<file path="config.mk">
export PLATFORM = sky130hd
export DESIGN_NAME = imu_frame_assembler
export DESIGN_NICKNAME = d
export VERILOG_FILES = /design/src/rtl/imu_frame_assembler.sv
export SDC_FILE = /design/constraint.sdc
export NUM_CORES = 1
export LEC_CHECK = 0
export BUFFER_PORTS_ARGS = -buffer_cell sky130_fd_sc_hd__buf_2
export CAP_MARGIN = 20
export CORE_ASPECT_RATIO = 0.6
export CORE_UTILIZATION = 55
export DETAILED_ROUTE_END_ITERATION = 7
export PLACE_DENSITY_LB_ADDON = 0.2
export SETUP_SLACK_MARGIN = 0.5
export SYNTH_ARGS = -nofsm -noshare
export SYNTH_HDL_FRONTEND = slang
export SYNTH_SLANG_ARGS = --single-unit
</file>
<file path="constraint.sdc">
create_clock -name clk -period 6.3 [get_ports clk]
set_clock_uncertainty 0.05 [all_clocks]
set_input_delay 0.315 -clock clk [delete_from_list [all_inputs] [get_ports clk]]
set_output_delay 0.315 -clock clk [all_outputs]
set_load 0.01 [all_outputs]
</file>
<file path="src/rtl/imu_frame_assembler.sv">
// Turns the 14-byte MPU6050 burst into signed 24-bit axis values, removing the
// gyro zero-rate bias learned from the first 2^CAL_SHIFT complete frames.
module imu_frame_assembler #(
  parameter int CAL_SHIFT = 6
) (
  input  logic        clk,
  input  logic        rst_n,
  input  logic        frame_start,
  input  logic        byte_valid,
  input  logic [7:0]  byte_data,
  output logic [23:0] cur_pitch_gyro,
  output logic [23:0] cur_roll_gyro,
  output logic [23:0] cur_yaw_gyro,
  output logic [23:0] cur_pitch_acc,
  output logic [23:0] cur_roll_acc,
  output logic        cmp_filter_en,
  output logic        cal_done,
  output logic        frame_err
);

  localparam int ACC_W = 16 + CAL_SHIFT;

  typedef enum logic {CAL, RUN} state_t;

  state_t                 state;
  logic [3:0]             byte_cnt;
  logic [15:0]            words [0:7];
  logic                   frame_done;
  logic [CAL_SHIFT-1:0]   frame_cnt;
  logic [ACC_W-1:0]       acc_x, acc_y, acc_z;
  logic [ACC_W-1:0]       sum_x, sum_y, sum_z;
  logic [15:0]            off_x, off_y, off_z;
  logic [15:0]            accel_x, accel_y, gyro_x, gyro_y, gyro_z;

  assign accel_x = words[0];
  assign accel_y = words[1];
  assign gyro_x  = words[4];
  assign gyro_y  = words[5];
  assign gyro_z  = words[6];

  always_comb begin
    sum_x = acc_x + {{CAL_SHIFT{gyro_x[15]}}, gyro_x};
    sum_y = acc_y + {{CAL_SHIFT{gyro_y[15]}}, gyro_y};
    sum_z = acc_z + {{CAL_SHIFT{gyro_z[15]}}, gyro_z};
  end

  // Byte capture runs at edge N; frame_done delays the frame-level work to edge N+1,
  // which lets a new frame start at N+1 without disturbing the values being consumed.
  always_ff @(posedge clk) begin
    if (!rst_n) begin
      state          <= CAL;
      byte_cnt       <= 4'd14;
      frame_done     <= 1'b0;
      frame_cnt      <= '0;
      acc_x          <= '0;
      acc_y          <= '0;
      acc_z          <= '0;
      off_x          <= '0;
      off_y          <= '0;
      off_z          <= '0;
      cur_pitch_gyro <= '0;
      cur_roll_gyro  <= '0;
      cur_yaw_gyro   <= '0;
      cur_pitch_acc  <= '0;
      cur_roll_acc   <= '0;
      cmp_filter_en  <= 1'b0;
      cal_done       <= 1'b0;
      frame_err      <= 1'b0;
      for (int i = 0; i < 8; i++) words[i] <= '0;
    end else begin
      frame_done    <= 1'b0;
      frame_err     <= 1'b0;
      cmp_filter_en <= 1'b0;

      if (frame_start) begin
        if (byte_cnt != 4'd0 && byte_cnt != 4'd14) frame_err <= 1'b1;
        if (byte_valid) begin
          words[0][15:8] <= byte_data;
          byte_cnt       <= 4'd1;
        end else begin
          byte_cnt       <= 4'd0;
        end
      end else if (byte_valid && byte_cnt < 4'd14) begin
        if (byte_cnt[0]) words[byte_cnt[3:1]][7:0]  <= byte_data;
        else             words[byte_cnt[3:1]][15:8] <= byte_data;
        byte_cnt <= byte_cnt + 4'd1;
        if (byte_cnt == 4'd13) frame_done <= 1'b1;
      end

      // Offsets are the top 16 bits of the final sum, i.e. an arithmetic shift by CAL_SHIFT.
      if (frame_done) begin
        case (state)
          CAL: begin
            acc_x     <= sum_x;
            acc_y     <= sum_y;
            acc_z     <= sum_z;
            frame_cnt <= frame_cnt + 1'b1;
            if (frame_cnt == '1) begin
              off_x    <= sum_x[ACC_W-1:CAL_SHIFT];
              off_y    <= sum_y[ACC_W-1:CAL_SHIFT];
              off_z    <= sum_z[ACC_W-1:CAL_SHIFT];
              cal_done <= 1'b1;
              state    <= RUN;
            end
          end
          RUN: begin
            cur_pitch_gyro <= {{8{gyro_x[15]}}, gyro_x} - {{8{off_x[15]}}, off_x};
            cur_roll_gyro  <= {{8{gyro_y[15]}}, gyro_y} - {{8{off_y[15]}}, off_y};
            cur_yaw_gyro   <= {{8{gyro_z[15]}}, gyro_z} - {{8{off_z[15]}}, off_z};
            cur_pitch_acc  <= {{8{accel_y[15]}}, accel_y};
            cur_roll_acc   <= 24'd0 - {{8{accel_x[15]}}, accel_x};
            cmp_filter_en  <= 1'b1;
          end
          default: state <= CAL;
        endcase
      end
    end
  end

endmodule

</file>
==> results <==
- For this run, the share of the core covered by cells in the final layout is about three fifths.
- The worst hold slack after final layout is around 0.053 ns.
- The transition time at the pin with the least slew margin is ~1.0 ns.
- The total leakage power is between 7 and 8 nW.
- The kind of cell adding the most delay to the critical path is buffers and inverters.
- The die outline height is 138 um.
- The remaining global-route overflow is 0.
- For met3 alone, demand over resource in global routing was under 10%.
- The Yosys step of the flow raised 0 warnings.
- The count of instances resized after the clock tree is built is 0.
- Setup repair after global routing left no endpoint under its margin.
- The synthesized netlist devotes under 10% of its cell area to XOR and XNOR gates.
- In this run, synthesis inferred 80 flip-flops with an integrated enable.
- The async set or reset register ratio after synthesis is 0%.
- The total area inside the core boundary comes to 30100 um2.
- The worst-case vdd ir drop is ~0.00024 V.
- In the global route stage, overall resource usage came out at 29.6%.
- The capture point of the worst reg-to-reg path is cur_yaw_gyro[14].
- The iteration count of the initial detailed-routing pass is 6.
- CTS placed an instance of clkbuf_16 at the clock tree root.
- The width of the die is 229 um.
- The floorplan has between 40 and 50 rows.
- The worst hold path terminates at words[1][5].
- For this run, design rule violations remaining after detail routing come to 0.
- The start point of the worst hold path is byte_data[5].
- The path type of the worst min-delay path is primary input to flip-flop.
- The number of synthesized register bits is ~290.
- The routed design has 47.7 mm of wire.
- Using the TritonRoute via totals, the vias-per-cell ratio works out to around 6.
- The dominant cell type by area after synthesis is dfxtp_1.
- The fill cell instance count of the final layout is roughly 2600.
- The number of buffers created by CTS is 27.
- CTS built an H-tree with a depth of 1.
- The power density over the cells is between 200 and 250 nW/um2.
- STA puts the critical path data required time at roughly 6.7 ns.
- Subtracting the final worst setup slack from the clock period gives about 3.0 ns.
- The finished layout holds ~2500 standard cells, fillers aside.
- The final net count is 2160.
- The global-route layer with the greatest usage is met2.
- The count of maximum capacitance violations is 0.
- The worst-case setup slack after placement is approximately 2.9 ns.
- The largest stage delay on the critical path is 0.67 ns.
- The post-synthesis instance area is between 15000 and 20000 um2.
- The setup path with the least slack is of type flip-flop to flip-flop.
- The synthesized netlist devotes roughly a fifth of its cell area to simple gates.
- The critical path goes through and2_2 > buf_4 > nand2_1 > inv_1 > nand4_1 > o31ai_1 > a31oi_1 > o211ai_1.
- In the final layout, flip-flops and latches occupy ~6700 um2.
- The via count of the first global-routing pass is around 14000.
- The slowest cell on the critical path is nand2_1.
- The die footprint is between 30000 and 40000 um2.
- The clock-pin slew on the worst setup and hold paths is ~0.07 ns.
- The sequential element share of the synthesized area is approximately 39%.
- By area, the combinational part of the netlist is dominated by simple AND/OR/NAND/NOR gates.
- The number of placed instances with taps included is approximately 2400.
- The register-to-register setup slack is between 3 and 4 ns.
- The startpoint identified for the worst register-to-register timing path is state.
- The top-level I/O count is about 140.
- The mean routed wirelength per cell is 19.4 um.
- The pin count of the biggest net entering global routing is between 70 and 80.
- The multiplexer share of the synthesized area is 0.591%.
- The type of element capturing the critical path is a flip-flop.
- The startpoint of the worst setup timing path is state.
- The wire length of the first global-routing pass is 73.9 mm.
- The count of input and output buffers is approximately 130.
- For met1 alone, demand over resource in global routing was 42.5%.
- The initial antenna violation count is 0.
- The flip-flop cell with the highest count after synthesis is dfxtp_1.
- The worst hold path passes through 2 cells.
- The critical path data arrival time is around 3.4 ns.
- Summing over every cut layer, the via total after detailed routing is ~15000.
- The nature of the critical path startpoint is a flip-flop.
- The smallest setup slack after layout is 3.29 ns.
- The final-report hold violation count was 0.
- Synthesis produced 1994 cells.
- Routability-driven placement finished with a final weighted congestion of between 0.9 and 1.
- The met2 track utilization from global routing is 46.3%.
- The clock tree from TritonCTS is yes.
- The run finished with clean final reports.
- The effective utilization at floorplan is between 50% and 60%.
- The post-synth net total is between 2000 and 2500.
- The total negative slack for setup checks is 0 ns.
- The area share of fa/ha/maj cells after synthesis is a little under a tenth.
- The synthesized design devotes to its leading area cell type between 20% and 30% of total area.
- Setup violations remaining at the end of the flow were counted as 0.
- Counting both buffers and inverters, the worst setup path holds a total of 2.
- In this run the mean area of a mapped cell was 8.50 um2.
- Of the cells placed in the final design, the portion with a size suffix greater than 1 is 10.7%.
- Yosys attributes the largest share of cell area to dfxtp_1, edfxtp_1, ha_1.
- The highest clock rate is 0.332 GHz.
- The max-slew violation total from the final report was 0.
- The worst register-to-register path has a depth of 8.
- After layout, the worst path uses between 40% and 50% of the clock period.
- Headroom to the max-slew limit came out at a little under 30%.
- After synthesis, the netlist uses 74 different library cells.
- Summing all multi-input logic gate instances after layout gives ~9200 um2.
- The clock insertion delay at the later pin of the skew report is roughly 0.56 ns.
- The number of antenna diodes is 0.
- The layout-stage area growth over the synthesis result is 8.87%.
- Of all nets on the critical path, the largest fanout is a little under 70.
- After legalization and detailed placement, the total HPWL measured about 34 mm.
- The maximum clock path buffer count is 3.
- The compound-gate portion of the synthesized area is ~20%.
- The first routing iteration left about 1500 violations.
- The detail route stage leaves a number of antenna-violating nets equal to 0.
- The number of sinks driven by the clock tree is around 290.
-- per-layer routing --
metal,vias to the layer above,routed length [um]
met5,-,0
met4,0,951
met3,71,3940
met2,584,20700
met1,7125,22100
li1,7298,-
-- registers in the layout, indices dropped and copies added (netlist names), 4 cells and up --
register,cells
cur_yaw_gyro,17
acc_x,22
cur_pitch_acc,16
acc_y,22
cur_roll_gyro,17
cur_pitch_gyro,17
cur_roll_acc,17
off_z,16
byte_cnt,4
off_x,16
words,80
off_y,16
frame_cnt,6
acc_z,22
-- cell type report --
type | instances | area share, %
Multi-Input combinational cell | 1457 | 50.1
Sequential cell | 293 | 36.1
Timing Repair Buffer | 155 | 4.45
Clock buffer | 38 | 4.17
Tap cell | 408 | 2.77
Inverter | 91 | 1.87
Clock inverter | 10 | 0.468
-- what timing repair did --
action                    in CTS  in global routing
buffers inserted               0                  0
hold endpoints to repair       3                  0
hold buffers                   1                  0
-- cells in the final DEF, fill, tap and decap left out, drive strengths merged, types with 7 or more instances in the layout --
cell / instances
nand2: 238
dfxtp: 213
a21oi: 173
buf: 152
ha: 117
nor2: 116
o21ai: 104
inv: 91
nand3: 86
edfxtp: 80
nor3: 67
a211oi: 44
a21o: 42
clkbuf: 40
and3: 38
nor4: 36
xnor2: 31
nand4: 27
xor2: 26
nand2b: 26
o21a: 24
o211ai: 22
or3: 21
a31oi: 20
o31ai: 19
nor2b: 19
and2: 15
mux2i: 10
o311ai: 10
or4: 9
o221ai: 9
nand4b: 8
o21bai: 7
-- how the worst max path moves through the flow --
| stage | to | cells past startpoint | slack (ns) |
|---|---|---|---|
| 6_report | cur_yaw_gyro[14] | 8 | 3.29 |
| 5_1_grt | cur_yaw_gyro[14] | 8 | 3.13 |
| 4_1_cts | words[6][14] | 2 | 3.30 |
| 3_5_place_dp | words[5][10] | 5 | 2.89 |
| 3_3_place_gp | words[5][0] | 5 | 3.06 |
| 2_1_floorplan | acc_x[21] | 8 | 3.86 |
-- report_power, final --
part	internal [mW]	switching [mW]	total, mW
clock	0.891	0.750	1.64
combinational	0.0938	0.204	0.298
sequential	1.96	0.0273	1.98
total	2.94	0.981	3.92
-- cells in the mapped netlist (7+ instances only) --
library cell / n
buf_4: 36
xor2_1: 26
o211ai_1: 21
xnor2_1: 31
nor4_1: 35
or3_1: 21
o31ai_1: 19
o21bai_1: 7
a211oi_1: 44
mux2i_1: 10
nor2b_1: 19
nand4b_1: 8
a31oi_1: 20
nand3_1: 86
nand2_1: 238
and2_1: 14
nand4_1: 27
o21a_1: 24
or4_1: 9
dfxtp_1: 213
nand2b_1: 26
ha_1: 117
a21oi_1: 173
and3_1: 37
edfxtp_1: 80
a21o_1: 42
o221ai_1: 9
inv_1: 91
buf_1: 16
o311ai_0: 10
nor2_1: 116
nor3_1: 67
o21ai_0: 103
clkbuf_1: 101
-- worst register-to-register path, delay by kind of cell (launching register included) --
family	cells	cell delay (ns)
AND/OR/NAND/NOR	3	1.08
flip-flops	1	0.46
AO/OA/AOI/OAI	3	0.27
buffers and inverters	2	1.07
-- cell families (layout without fill, tap and decap cells) --
group,Yosys count,after routing
simple gates,729,729
compound gates,537,537
flops,293,293
buf+inv,244,294
fa+ha+maj,123,123
xor+xnor,58,58
mux,10,10
-- through the flow --
| step | instance area [um2] | power, mW |
|---|---|---|
| 2_1_floorplan | 16900 | 2.22 |
| 4_1_cts | 18400 | 3.93 |
| 3_5_place_dp | 17500 | 2.31 |
| 3_3_place_gp | 17500 | 2.30 |
| 5_1_grt | 18400 | 4.04 |
| 6_report | 18400 | 3.92 |
(Power assumes the default switching activity.)
